$ cat src/rtl/mult_div_unit.sv
`default_nettype none
// ============================================================================
//  Module   : mult_div_unit
//  Purpose  : Iterative MULT/MULTU/DIV/DIVU unit with HI/LO result registers.
//             One operand bit per cycle (shift-add multiply, restoring
//             divide), sign fix-up applied on the final iteration edge.
//  Revision : 1.0  initial release
// ============================================================================
module mult_div_unit #(
    parameter int WIDTH = 32
) (
    input  logic             clk_i,
    input  logic             rst_i,
    input  logic             start_i,
    input  logic [1:0]       op_i,
    input  logic [WIDTH-1:0] src1_i,
    input  logic [WIDTH-1:0] src2_i,
    input  logic             hilo_sel_i,
    output logic             busy_o,
    output logic             done_o,
    output logic [WIDTH-1:0] hi_o,
    output logic [WIDTH-1:0] lo_o,
    output logic [WIDTH-1:0] result_o
);

    localparam int CW = (WIDTH > 1) ? $clog2(WIDTH) : 1;

    localparam logic [1:0]    c_IDLE    = 2'd0;
    localparam logic [1:0]    c_RUN     = 2'd1;
    localparam logic [1:0]    c_DONE    = 2'd2;
    localparam logic [CW-1:0] c_LAST    = CW'(WIDTH - 1);
    localparam logic [CW-1:0] c_CNT_ONE = CW'(1);

    logic [1:0]       r_state;
    logic [CW-1:0]    r_cnt;
    logic             r_op_div;
    logic             r_sign_q;
    logic             r_sign_r;
    logic             r_div0;
    logic [WIDTH-1:0] r_src1;
    logic [WIDTH-1:0] r_a;      // multiplicand or divisor magnitude
    logic [WIDTH-1:0] r_acc;    // product high half / partial remainder
    logic [WIDTH-1:0] r_shf;    // multiplier -> product low / dividend -> quotient
    logic [WIDTH-1:0] r_hi;
    logic [WIDTH-1:0] r_lo;

    logic             w_accept;
    logic [WIDTH-1:0] w_abs1;
    logic [WIDTH-1:0] w_abs2;
    logic [WIDTH:0]   w_mul_sum;
    logic [WIDTH:0]   w_div_rem_sh;
    logic [WIDTH:0]   w_div_diff;
    logic             w_div_ge;
    logic [WIDTH-1:0] w_nxt_acc;
    logic [WIDTH-1:0] w_nxt_shf;
    logic [2*WIDTH-1:0] w_prod;
    logic [WIDTH-1:0] w_fin_hi;
    logic [WIDTH-1:0] w_fin_lo;

    // A new op is taken in IDLE, and in DONE so back-to-back ops need no bubble
    assign w_accept = start_i && ((r_state == c_IDLE) || (r_state == c_DONE));

    // Signed ops iterate on magnitudes; the most negative value maps onto itself
    assign w_abs1 = (op_i[0] && src1_i[WIDTH-1]) ? -src1_i : src1_i;
    assign w_abs2 = (op_i[0] && src2_i[WIDTH-1]) ? -src2_i : src2_i;

    // One iteration step for both algorithms, then final sign fix-up
    always_comb begin
        // Shift-add: add multiplicand when the multiplier LSB is set, shift right
        w_mul_sum    = {1'b0, r_acc} + (r_shf[0] ? {1'b0, r_a} : '0);
        // Restoring divide: shift in next dividend bit, trial-subtract divisor.
        // The shifted remainder is below 2*divisor, so the MSB of the W+1 bit
        // difference is a clean borrow flag.
        w_div_rem_sh = {r_acc, r_shf[WIDTH-1]};
        w_div_diff   = w_div_rem_sh - {1'b0, r_a};
        w_div_ge     = ~w_div_diff[WIDTH];

        if (r_op_div) begin
            w_nxt_acc = w_div_ge ? w_div_diff[WIDTH-1:0] : w_div_rem_sh[WIDTH-1:0];
            w_nxt_shf = {r_shf[WIDTH-2:0], w_div_ge};
        end else begin
            w_nxt_acc = w_mul_sum[WIDTH:1];
            w_nxt_shf = {w_mul_sum[0], r_shf[WIDTH-1:1]};
        end

        w_prod = {w_nxt_acc, w_nxt_shf};
        if (r_div0) begin
            // Divide by zero reports the untouched dividend and an all-ones quotient
            w_fin_hi = r_src1;
            w_fin_lo = '1;
        end else if (r_op_div) begin
            w_fin_hi = r_sign_r ? -w_nxt_acc : w_nxt_acc;
            w_fin_lo = r_sign_q ? -w_nxt_shf : w_nxt_shf;
        end else begin
            w_prod   = r_sign_q ? -w_prod : w_prod;
            w_fin_hi = w_prod[2*WIDTH-1:WIDTH];
            w_fin_lo = w_prod[WIDTH-1:0];
        end
    end

    // Control FSM, iteration datapath and HI/LO result registers
    always_ff @(posedge clk_i or negedge rst_i) begin
        if (!rst_i) begin
            r_state  <= c_IDLE;
            r_cnt    <= '0;
            r_op_div <= 1'b0;
            r_sign_q <= 1'b0;
            r_sign_r <= 1'b0;
            r_div0   <= 1'b0;
            r_src1   <= '0;
            r_a      <= '0;
            r_acc    <= '0;
            r_shf    <= '0;
            r_hi     <= '0;
            r_lo     <= '0;
        end else begin
            case (r_state)
                c_IDLE, c_DONE: begin
                    if (w_accept) begin
                        r_op_div <= op_i[1];
                        r_sign_q <= op_i[0] & (src1_i[WIDTH-1] ^ src2_i[WIDTH-1]);
                        r_sign_r <= op_i[0] & src1_i[WIDTH-1];
                        r_div0   <= op_i[1] & (src2_i == '0);
                        r_src1   <= src1_i;
                        r_a      <= op_i[1] ? w_abs2 : w_abs1;
                        r_shf    <= op_i[1] ? w_abs1 : w_abs2;
                        r_acc    <= '0;
                        r_cnt    <= '0;
                        r_state  <= c_RUN;
                    end else begin
                        r_state  <= c_IDLE;
                    end
                end
                c_RUN: begin
                    r_acc <= w_nxt_acc;
                    r_shf <= w_nxt_shf;
                    r_cnt <= r_cnt + c_CNT_ONE;
                    if (r_cnt == c_LAST) begin
                        r_hi    <= w_fin_hi;
                        r_lo    <= w_fin_lo;
                        r_state <= c_DONE;
                    end
                end
                default: r_state <= c_IDLE;
            endcase
        end
    end

    assign busy_o   = (r_state == c_RUN);
    assign done_o   = (r_state == c_DONE);
    assign hi_o     = r_hi;
    assign lo_o     = r_lo;
    assign result_o = hilo_sel_i ? r_hi : r_lo;

endmodule
`default_nettype wire

$ cat config.mk
export PLATFORM = sky130hd
export DESIGN_NAME = mult_div_unit
export DESIGN_NICKNAME = d
export VERILOG_FILES = /design/src/rtl/mult_div_unit.sv
export SDC_FILE = /design/constraint.sdc
export NUM_CORES = 1
export LEC_CHECK = 0
export CAP_MARGIN = 15
export CELL_PAD_IN_SITES_DETAIL_PLACEMENT = 1
export CELL_PAD_IN_SITES_GLOBAL_PLACEMENT = 2
export CORE_MARGIN = 8
export CORE_UTILIZATION = 38
export DETAILED_ROUTE_END_ITERATION = 12
export MAX_ROUTING_LAYER = met4
export PLACE_DENSITY = 0.89
export SYNTH_ARGS = -nofsm -noshare
export SYNTH_HDL_FRONTEND = slang
export SYNTH_SLANG_ARGS = --single-unit
$ cat constraint.sdc
create_clock -name clk_i -period 11.25 [get_ports clk_i]
set_input_delay 2.25 -clock clk_i [delete_from_list [all_inputs] [get_ports clk_i]]
set_output_delay 2.25 -clock clk_i [all_outputs]
set_load 0.05 [all_outputs]
==> results of run 1 <==
==> registers in the layout, indices dropped and copies added (netlist names), 2 cells and up <==
signal	cells
r_a	32
lo_o	32
r_acc	32
r_cnt	5
hi_o	32
r_src1	32
r_shf	32
r_state	2
==> metal layers <==
layer	vias to the layer above	track usage, %	share of wire, %
met5	-	-	0
met4	0	12.2	4.6
li1	8407	-	-
met1	9531	41.1	45
met3	161	4.24	7.0
met2	755	43.6	43
==> placed cells by master (no fill, tap or decap), drive strengths merged, types with 18 or more instances in the layout <==
| master | Yosys | final |
|---|---|---|
| dfrtp | 203 | 203 |
| xor2 | 58 | 58 |
| or3 | 21 | 21 |
| xnor2 | 91 | 91 |
| nand2 | 328 | 328 |
| o221ai | 36 | 36 |
| mux2i | 46 | 46 |
| o21ai | 196 | 196 |
| nor2 | 200 | 200 |
| ha | 70 | 70 |
| o211ai | 37 | 37 |
| nand3 | 43 | 43 |
| and3 | 26 | 26 |
| a31oi | 30 | 30 |
| a21o | 36 | 36 |
| nor4 | 18 | 18 |
| inv | 64 | 65 |
| nor3 | 54 | 54 |
| clkbuf | 101 | 37 |
| clkdlybuf4s50 | 0 | 165 |
| o31ai | 22 | 22 |
| and2 | 49 | 49 |
| nand4 | 23 | 23 |
| a21oi | 196 | 196 |
| mux2 | 43 | 43 |
| buf | 32 | 29 |
==> layout make-up <==
class | count | area, sq um
Inverter | 66 | 248
Clock inverter | 11 | 143
Timing Repair Buffer | 195 | 1880
Fill cell | 5582 | 25500
Sequential cell | 203 | 5080
Multi-Input combinational cell | 1864 | 11800
Clock buffer | 36 | 749
Antenna cell | 2 | 5.00
Tap cell | 607 | 759
==> through the flow <==
| step | cell area, sq um | hold slack, ps | cells | util, % | setup WS (ps) |
|---|---|---|---|---|---|
| 6_report | 20600 | 472 | 2984 | 44.7 | 4650 |
| 5_1_grt | 20600 | 492 | 2984 | 44.7 | 4400 |
| 4_1_cts | 20600 | 475 | 2982 | 44.7 | 4760 |
| 3_5_place_dp | 19700 | 460 | 2935 | 42.7 | 4760 |
| 3_3_place_gp | 19700 | 454 | 2935 | 42.7 | 4850 |
| 2_1_floorplan | 17600 | 438 | 2266 | - | 5740 |
==> critical path, cell delays in order (launching register included) <==
cell	delay, ps
dfrtp_1	450
ha_1	540
nand4_1	240
or3_1	430
nor3_2	250
o21ai_4	140
a21oi_2	160
buf_4	320
nor3_1	210
a21oi_1	480
ha_1	320
o21ai_0	160
or4_1	610
or2_2	380
nor2_1	290
o2111ai_1	240
a31oi_1	220
nand4_1	130
a31oi_1	330
a31oi_1	160
xor2_1	230
nor2_1	50
o21ai_0	160
==> cell families after synthesis <==
| kind of cell | after synthesis |
|---|---|
| AO/OA/AOI/OAI | 721 |
| adder cells (fa/ha/maj) | 72 |
| flip-flops | 203 |
| buffers and inverters | 199 |
| multiplexers | 89 |
| XOR/XNOR | 149 |
| AND/OR/NAND/NOR | 833 |
==> how the worst min path moves through the flow <==
stage / startpoint / endpoint / slack, ps / cells after the start
after floorplan: r_src1[13] / r_src1[13] / 440 / 2
after global placement: r_src1[15] / r_src1[15] / 450 / 2
after detailed placement: r_src1[22] / r_src1[22] / 460 / 2
after CTS: r_src1[22] / r_src1[22] / 470 / 2
after global routing: r_src1[22] / r_src1[22] / 490 / 2
final: r_src1[16] / r_src1[16] / 470 / 2
==> impl_metrics.tcl, run 1 <==
set metrics [dict create \
    status "completed" \
    required_ps 11710 \
    synthCells 2266 \
    synth_top_family_by_area "compound AO/OA/AOI/OAI gates" \
    final.setup_skew_ps 12.9 \
    synth_top_area_share_pct 28.9 \
    grt_pass1_vias 18700 \
    antenna_found_initial 3 \
    drt_pass1_iterations 6 \
    cts_sinks 203 \
    nets 2499 \
    place.gp.congestion 0.983 \
    portBuffers 167 \
    synth-simple-area-share_pct 22.0 \
    setup_violations 0 \
    clockBufferDepth 3 \
    final_hold_viol_count 0 \
    hold_buffers 0 \
    max-slew-margin-rel_pct 32.1 \
    rows 79 \
    tightest_slew_ps 1010 \
    cts_made_buffers 27 \
    drt_wl_total_mm 80.3 \
    timing.rr.start "r_acc[21]" \
    yosysWarnings 0 \
    cts_root_buf "clkbuf_16" \
    post-cts-setup-buffer-count 0 \
    drt_iter0_markers 1766 \
    die_h_um 231 \
    yosysMostFrequentCell "nand2_1" \
    worstSetupPathType "reg -> reg" \
    grt_start_max_net_pins 107 \
    synth_fp_nets 2408 \
    regToRegSetupSlack_ps 4650 \
    fmax_mhz 151 \
    grt_overflow 0 \
    r2r_end "hi_o[16]" \
    critical_path.startpoint_type "flip-flop" \
    yosys-top-cells-area "dfrtp_1, nand2_1, a21oi_1, o21ai_0, ha_1" \
    htreeDepth 1 \
    synth_top_area_cell "dfrtp_1" \
    grt_usage_pct 29.9 \
    post_drt_wl_per_cell_um 26.9 \
    synth_compound_area_share_pct 26.6 \
    drive_gt1_share_pct 6.69 \
    hpwl_mm 62.9 \
    coreArea_sq_um 46200 \
    insertion_delay_ps 550 \
    syn_to_final_growth_pct 17.2 \
    ant_nets 0 \
    grt_pass1_wl_mm 121 \
    synth_cell_type_count 88 \
    cts_resized 0 \
    ys_top_cells_by_count "nand2_1, dfrtp_1, nor2_1" \
    route.detailed.drc 0 \
    hp-class "reg -> reg" \
    num_vias 18900 \
    synth-seq-area-share_pct 28.9 \
    synthArstFlopShare_pct 100 \
    cts_tree "built" \
    ys_ff_latch 203 \
    maxCapViolations 0 \
    synthAdderAreaFrac_pct 5.21 \
    clkTransAtPathRegs_ps 60 \
    setup-tns-final_ps 0 \
    min_period_ps 6600 \
    cp-end-kind "flip-flop" \
    cp.arrival_ps 7060 \
    synth_edf_count 0 \
    cp-startpoint "r_acc[21]" \
    fin_crit_sh_pct 58.7 \
    synth_ff_type "dfrtp_1" \
    slew_viol_final 0 \
    synthMuxAreaShare_pct 5.37 \
    crit_end "hi_o[16]" \
    die_x_um 231 \
    syn_area_per_cell_sq_um 7.76 \
    synthesis.area_sq_um 17600 \
    start_util_pct 38.1 \
    yosys.area_share.xor_xnor_pct 7.42 \
    pin_count 168 \
    via_per_inst 6.32 \
    worstRegToRegCells 22 \
    cp_max_fo 21 \
    dieArea_sq_um 53400 \
    grt_setup_unrepaired "no" \
]
Power of run 1 is left out: the tool's default activity adds up to more than one toggle a clock period on the data nets, which glitch-free logic cannot reach.
==> run 2: changes to the inputs <==
--- a/config.mk
+++ b/config.mk
@@ -9,10 +9,10 @@
 export CELL_PAD_IN_SITES_DETAIL_PLACEMENT = 1
 export CELL_PAD_IN_SITES_GLOBAL_PLACEMENT = 2
 export CORE_MARGIN = 8
-export CORE_UTILIZATION = 38
+export CORE_UTILIZATION = 35
 export DETAILED_ROUTE_END_ITERATION = 12
 export MAX_ROUTING_LAYER = met4
-export PLACE_DENSITY = 0.89
+export PLACE_DENSITY = 0.83
 export SYNTH_ARGS = -nofsm -noshare
 export SYNTH_HDL_FRONTEND = slang
 export SYNTH_SLANG_ARGS = --single-unit
==> constraint.sdc (replaced) <==
create_clock -name clk_i -period 6.85 [get_ports clk_i]
set_input_delay 1.37 -clock clk_i [delete_from_list [all_inputs] [get_ports clk_i]]
set_output_delay 1.37 -clock clk_i [all_outputs]
set_load 0.05 [all_outputs]
==> impl_metrics.tcl, run 2 (synthesis results as in run 1) <==
set metrics [dict create \
    status "completed" \
    fin_crit_sh_pct 91.1 \
    cts_made_buffers 26 \
    filler_cell_count 6050 \
    ant_nets 0 \
    clockBufferDepth 3 \
    via_per_inst 6.11 \
    cp_max_fo 9 \
    final_hold_viol_count 0 \
    num_vias 18700 \
    regToRegSetupSlack_ps 610 \
    grt_pass1_vias 18400 \
    dieArea_sq_um 57700 \
    cts_resized 0 \
    grt_setup_unrepaired "no" \
    cp-end-kind "flip-flop" \
    portBuffers 167 \
    worstSetupPathType "reg -> reg" \
    cts_root_buf "clkbuf_16" \
    worstRegToRegCells 24 \
    place.gp.congestion 0.977 \
    timing.rr.start "r_shf[31]" \
    drt_pass1_iterations 5 \
    drive_gt1_share_pct 7.21 \
    grt_pass1_wl_mm 124 \
    post_drt_wl_per_cell_um 27.3 \
    cts_sinks 203 \
    critical_path.startpoint_type "flip-flop" \
    max-slew-margin-rel_pct 29.4 \
    clkTransAtPathRegs_ps 60 \
    cp.arrival_ps 6650 \
    slew_viol_final 0 \
    setup-tns-final_ps 0 \
    post-route-util_pct 41.7 \
    post-cts-setup-buffer-count 0 \
    drt_wl_total_mm 83.4 \
    die_h_um 240 \
    antenna_found_initial 4 \
    grt_start_max_net_pins 106 \
    syn_to_final_growth_pct 18.1 \
    htreeDepth 1 \
    cts_tree "built" \
    rows 82 \
    cp-startpoint "r_shf[31]" \
    crit_end "hi_o[20]" \
    insertion_delay_ps 560 \
    maxCapViolations 0 \
    pin_count 168 \
    mostFrequentLayoutCells "nand2_1, dfrtp_1, nor2_1" \
    min_period_ps 6240 \
    tightest_slew_ps 1060 \
    place_area_sq_um 19900 \
    grt_usage_pct 28.9 \
    hpwl_mm 65.7 \
    final_common_cell "nand2_1" \
    required_ps 7260 \
    hp-class "reg -> reg" \
    hold_buffers 0 \
    die_x_um 240 \
    r2r_end "hi_o[20]" \
    coreArea_sq_um 49900 \
    setup_violations 0 \
    grt_overflow 0 \
    final.setup_skew_ps 15.8 \
    fmax_mhz 160 \
    postLayoutCellArea_sq_um 20800 \
    start_util_pct 35.3 \
    drt_iter0_markers 1827 \
    nets 2508 \
    route.detailed.drc 0 \
]
## run 2: cell count changes in the layout (fill, tap and decap cells not counted), moves of 2 or more
| cell | previous run | this run |
|---|---|---|
| buf_4 | 28 | 37 |
| clkbuf_1 | 5 | 1 |
| clkbuf_8 | 5 | 3 |
| clkinv_2 | 4 | 6 |
| clkinv_4 | 1 | 3 |
| clkinvlp_4 | 2 | 4 |
## run 2: area by class of cell
type                    instances  area (sq um)  share of cell area [%]
repair buffers                205          1980                    9.51
clock inverters                17           193                   0.927
diodes                          2          5.00                  0.0241
inverters                      66           248                    1.19
flip-flops and latches        203          5080                    24.5
well taps                     672           841                    4.05
multi-input cells            1864         11800                    56.6
clock buffers                  29           682                    3.28
## run 2: routing by layer
layer | GRT usage [%] | part of all wire [%] | up-vias
li1 | - | - | 8431
met1 | 41.1 | 46 | 9404
met2 | 42.5 | 43 | 743
met3 | 3.99 | 7.4 | 112
met4 | 8.38 | 3.5 | 0
met5 | - | 0 | -
## run 2: worst min-delay path by stage
| stage | end | cells past startpoint | from | slack (ps) |
|---|---|---|---|---|
| floorplan | r_src1[13] | 2 | r_src1[13] | 440 |
| global placement | r_src1[11] | 2 | r_src1[11] | 450 |
| detailed placement | r_src1[29] | 2 | r_src1[29] | 460 |
| CTS | r_src1[29] | 2 | r_src1[29] | 470 |
| global route | r_src1[26] | 2 | r_src1[26] | 480 |
| finish | r_src1[11] | 2 | r_src1[11] | 470 |
## run 2: worst max-delay path, cell delays in order (launching register included)
cell and delay, ps:
dfrtp_1 440, inv_1 80, ha_1 160, inv_1 60, fa_1 410, a21o_1 210, a221o_1 400, o2111ai_2 450
a21boi_4 180, nor3_2 190, nor3_1 140, a21oi_1 170, buf_4 160, ha_1 200, o21ai_0 150, or4_1 580
or2_2 340, nor2_1 290, o2111ai_1 260, and2_1 300, nor4_1 340, a21oi_1 150, xor2_1 190, mux2i_1 130
o21ai_0 90
## run 2: metrics by stage
stage | hold slack (ps) | instances | setup WS (ps)
finish | 471 | 3058 | 608
global route | 485 | 3057 | 332
CTS | 471 | 3056 | 783
detailed placement | 456 | 3010 | 839
global placement | 453 | 3009 | 1050
floorplan | 438 | 2266 | 1780
Power of run 2 is left out for the same reason.
==> run 3: changes to the inputs <==
--- a/config.mk
+++ b/config.mk
@@ -8,7 +8,7 @@
 export CAP_MARGIN = 15
 export CELL_PAD_IN_SITES_DETAIL_PLACEMENT = 1
 export CELL_PAD_IN_SITES_GLOBAL_PLACEMENT = 2
-export CORE_MARGIN = 8
+export CORE_MARGIN = 3
 export CORE_UTILIZATION = 35
 export DETAILED_ROUTE_END_ITERATION = 12
 export MAX_ROUTING_LAYER = met4
==> impl_metrics.tcl, run 3 (synthesis results as in run 1) <==
set metrics [dict create \
    setup-tns-final_ps 0 \
    worstSetupPathType "reg -> reg" \
    fmax_mhz 168 \
    ant_nets 0 \
    die_x_um 230 \
    max-slew-margin-rel_pct 27.2 \
    setup_violations 0 \
    required_ps 7280 \
    cts_tree "built" \
    dieArea_sq_um 53000 \
    htreeDepth 1 \
    grt_setup_unrepaired "no" \
    cp.arrival_ps 6390 \
    coreArea_sq_um 49300 \
    clockBufferDepth 3 \
    final_common_cell "nand2_1" \
    status "completed" \
    nets 2507 \
    cts_root_buf "clkbuf_16" \
    stdcell_count 3052 \
    fin_crit_sh_pct 87.0 \
    grt_usage_pct 31.4 \
    hpwl_mm 65.8 \
    maxCapViolations 0 \
    antenna_found_initial 2 \
    hold_buffers 0 \
    min_period_ps 5960 \
    via_per_inst 6.04 \
    route.detailed.drc 0 \
    critical_path.startpoint_type "flip-flop" \
    die_h_um 230 \
    insertion_delay_ps 580 \
    drt_iter0_markers 1787 \
    cts_resized 0 \
    met3_usage_pct 5.25 \
    slew_viol_final 0 \
    cp-end-kind "flip-flop" \
    place.gp.congestion 0.968 \
    portBuffers 167 \
    drt_pass1_iterations 6 \
    post_drt_wl_per_cell_um 27.2 \
    cts_sinks 203 \
    final_hold_viol_count 0 \
    drt_wl_total_mm 83.1 \
    grt_start_max_net_pins 107 \
    syn_to_final_growth_pct 18.0 \
    grt_overflow 0 \
    busiest_layer "met1" \
    pin_count 168 \
    grt_pass1_wl_mm 123 \
    post-cts-setup-buffer-count 0 \
    mostFrequentLayoutCells "nand2_1, dfrtp_1, nor2_1" \
    drive_gt1_share_pct 6.96 \
    final.setup_skew_ps 29.0 \
    met2_usage_pct 45.7 \
    cts_made_buffers 27 \
    grtUsageMet1_pct 46.0 \
    rows 81 \
    placed_cells 3000 \
    tightest_slew_ps 1070 \
    clkTransAtPathRegs_ps 60 \
    grt_pass1_vias 18200 \
    hp-class "reg -> reg" \
    cp_max_fo 9 \
    num_vias 18400 \
    regToRegSetupSlack_ps 890 \
    start_util_pct 35.7 \
]
==> run 3: cell types whose count changed in the layout (fill, tap and decap cells not counted), sizes merged <==
cell | previous run | this run
buf | 39 | 37
bufinv | 3 | 2
clkbuf | 30 | 42
clkinv | 12 | 5
clkinvlp | 4 | 3
inv | 64 | 65
==> run 3: critical path, stage by stage (launching register included) <==
cell and delay [ps]:
dfrtp_1 430, inv_1 80, ha_1 170, inv_1 60
fa_1 390, a21o_1 210, a221o_1 410, o2111ai_2 290
a21boi_4 140, nor3_2 170, nor3_1 150, a21oi_1 160
buf_4 150, ha_1 190, o21ai_0 140, or4_1 590
or2_2 350, nor2_1 290, o2111ai_1 240, a31oi_1 190
nand4_1 110, a31oi_1 320, a31oi_1 160, xor2_1 210
nor2_1 130, o21ai_0 100
==> run 3: final timing paths <==
| path | from | end | cells past startpoint |
|---|---|---|---|
| min in group asynchronous | rst_i | lo_o[13] | 1 |
| min | r_src1[17] | r_src1[17] | 2 |
| max reg2reg | r_shf[31] | hi_o[16] | 25 |
| max | r_shf[31] | hi_o[16] | 25 |
| max in group asynchronous | rst_i | hi_o[23] | 2 |
| min reg2reg | r_src1[17] | r_src1[17] | 2 |
==> run 3: stage by stage <==
step / hold slack, ps / util, % / setup slack, ps / cell area, sq um
3_5_place_dp: 458 / 40.3 / 956 / 19900
4_1_cts: 472 / 42.1 / 928 / 20700
3_3_place_gp: 453 / 40.3 / 1080 / 19900
5_1_grt: 495 / 42.1 / 391 / 20700
2_1_floorplan: 438 / - / 1780 / 17600
6_report: 470 / 42.1 / 889 / 20800
==> run 3: final cells by class <==
| cell class | instances | area (sq um) |
|---|---|---|
| multi-input combinational | 1864 | 11700 |
| inverter | 66 | 248 |
| antenna | 2 | 5.00 |
| fill | 6012 | 28500 |
| sequential | 203 | 5080 |
| tap | 664 | 831 |
| clock buffer | 41 | 778 |
| timing repair buffer | 203 | 1940 |
| clock inverter | 9 | 118 |
==> run 3: routing by layer <==
layer  routed length [um]  vias to the layer above  part of all wire, %
met1                39300                     9249                   47
met2                35200                      664                   42
met5                    0                        -                    0
met3                 6710                       91                  8.1
li1                     -                     8424                    -
met4                 1800                        0                  2.2
Power of run 3 is left out for the same reason.
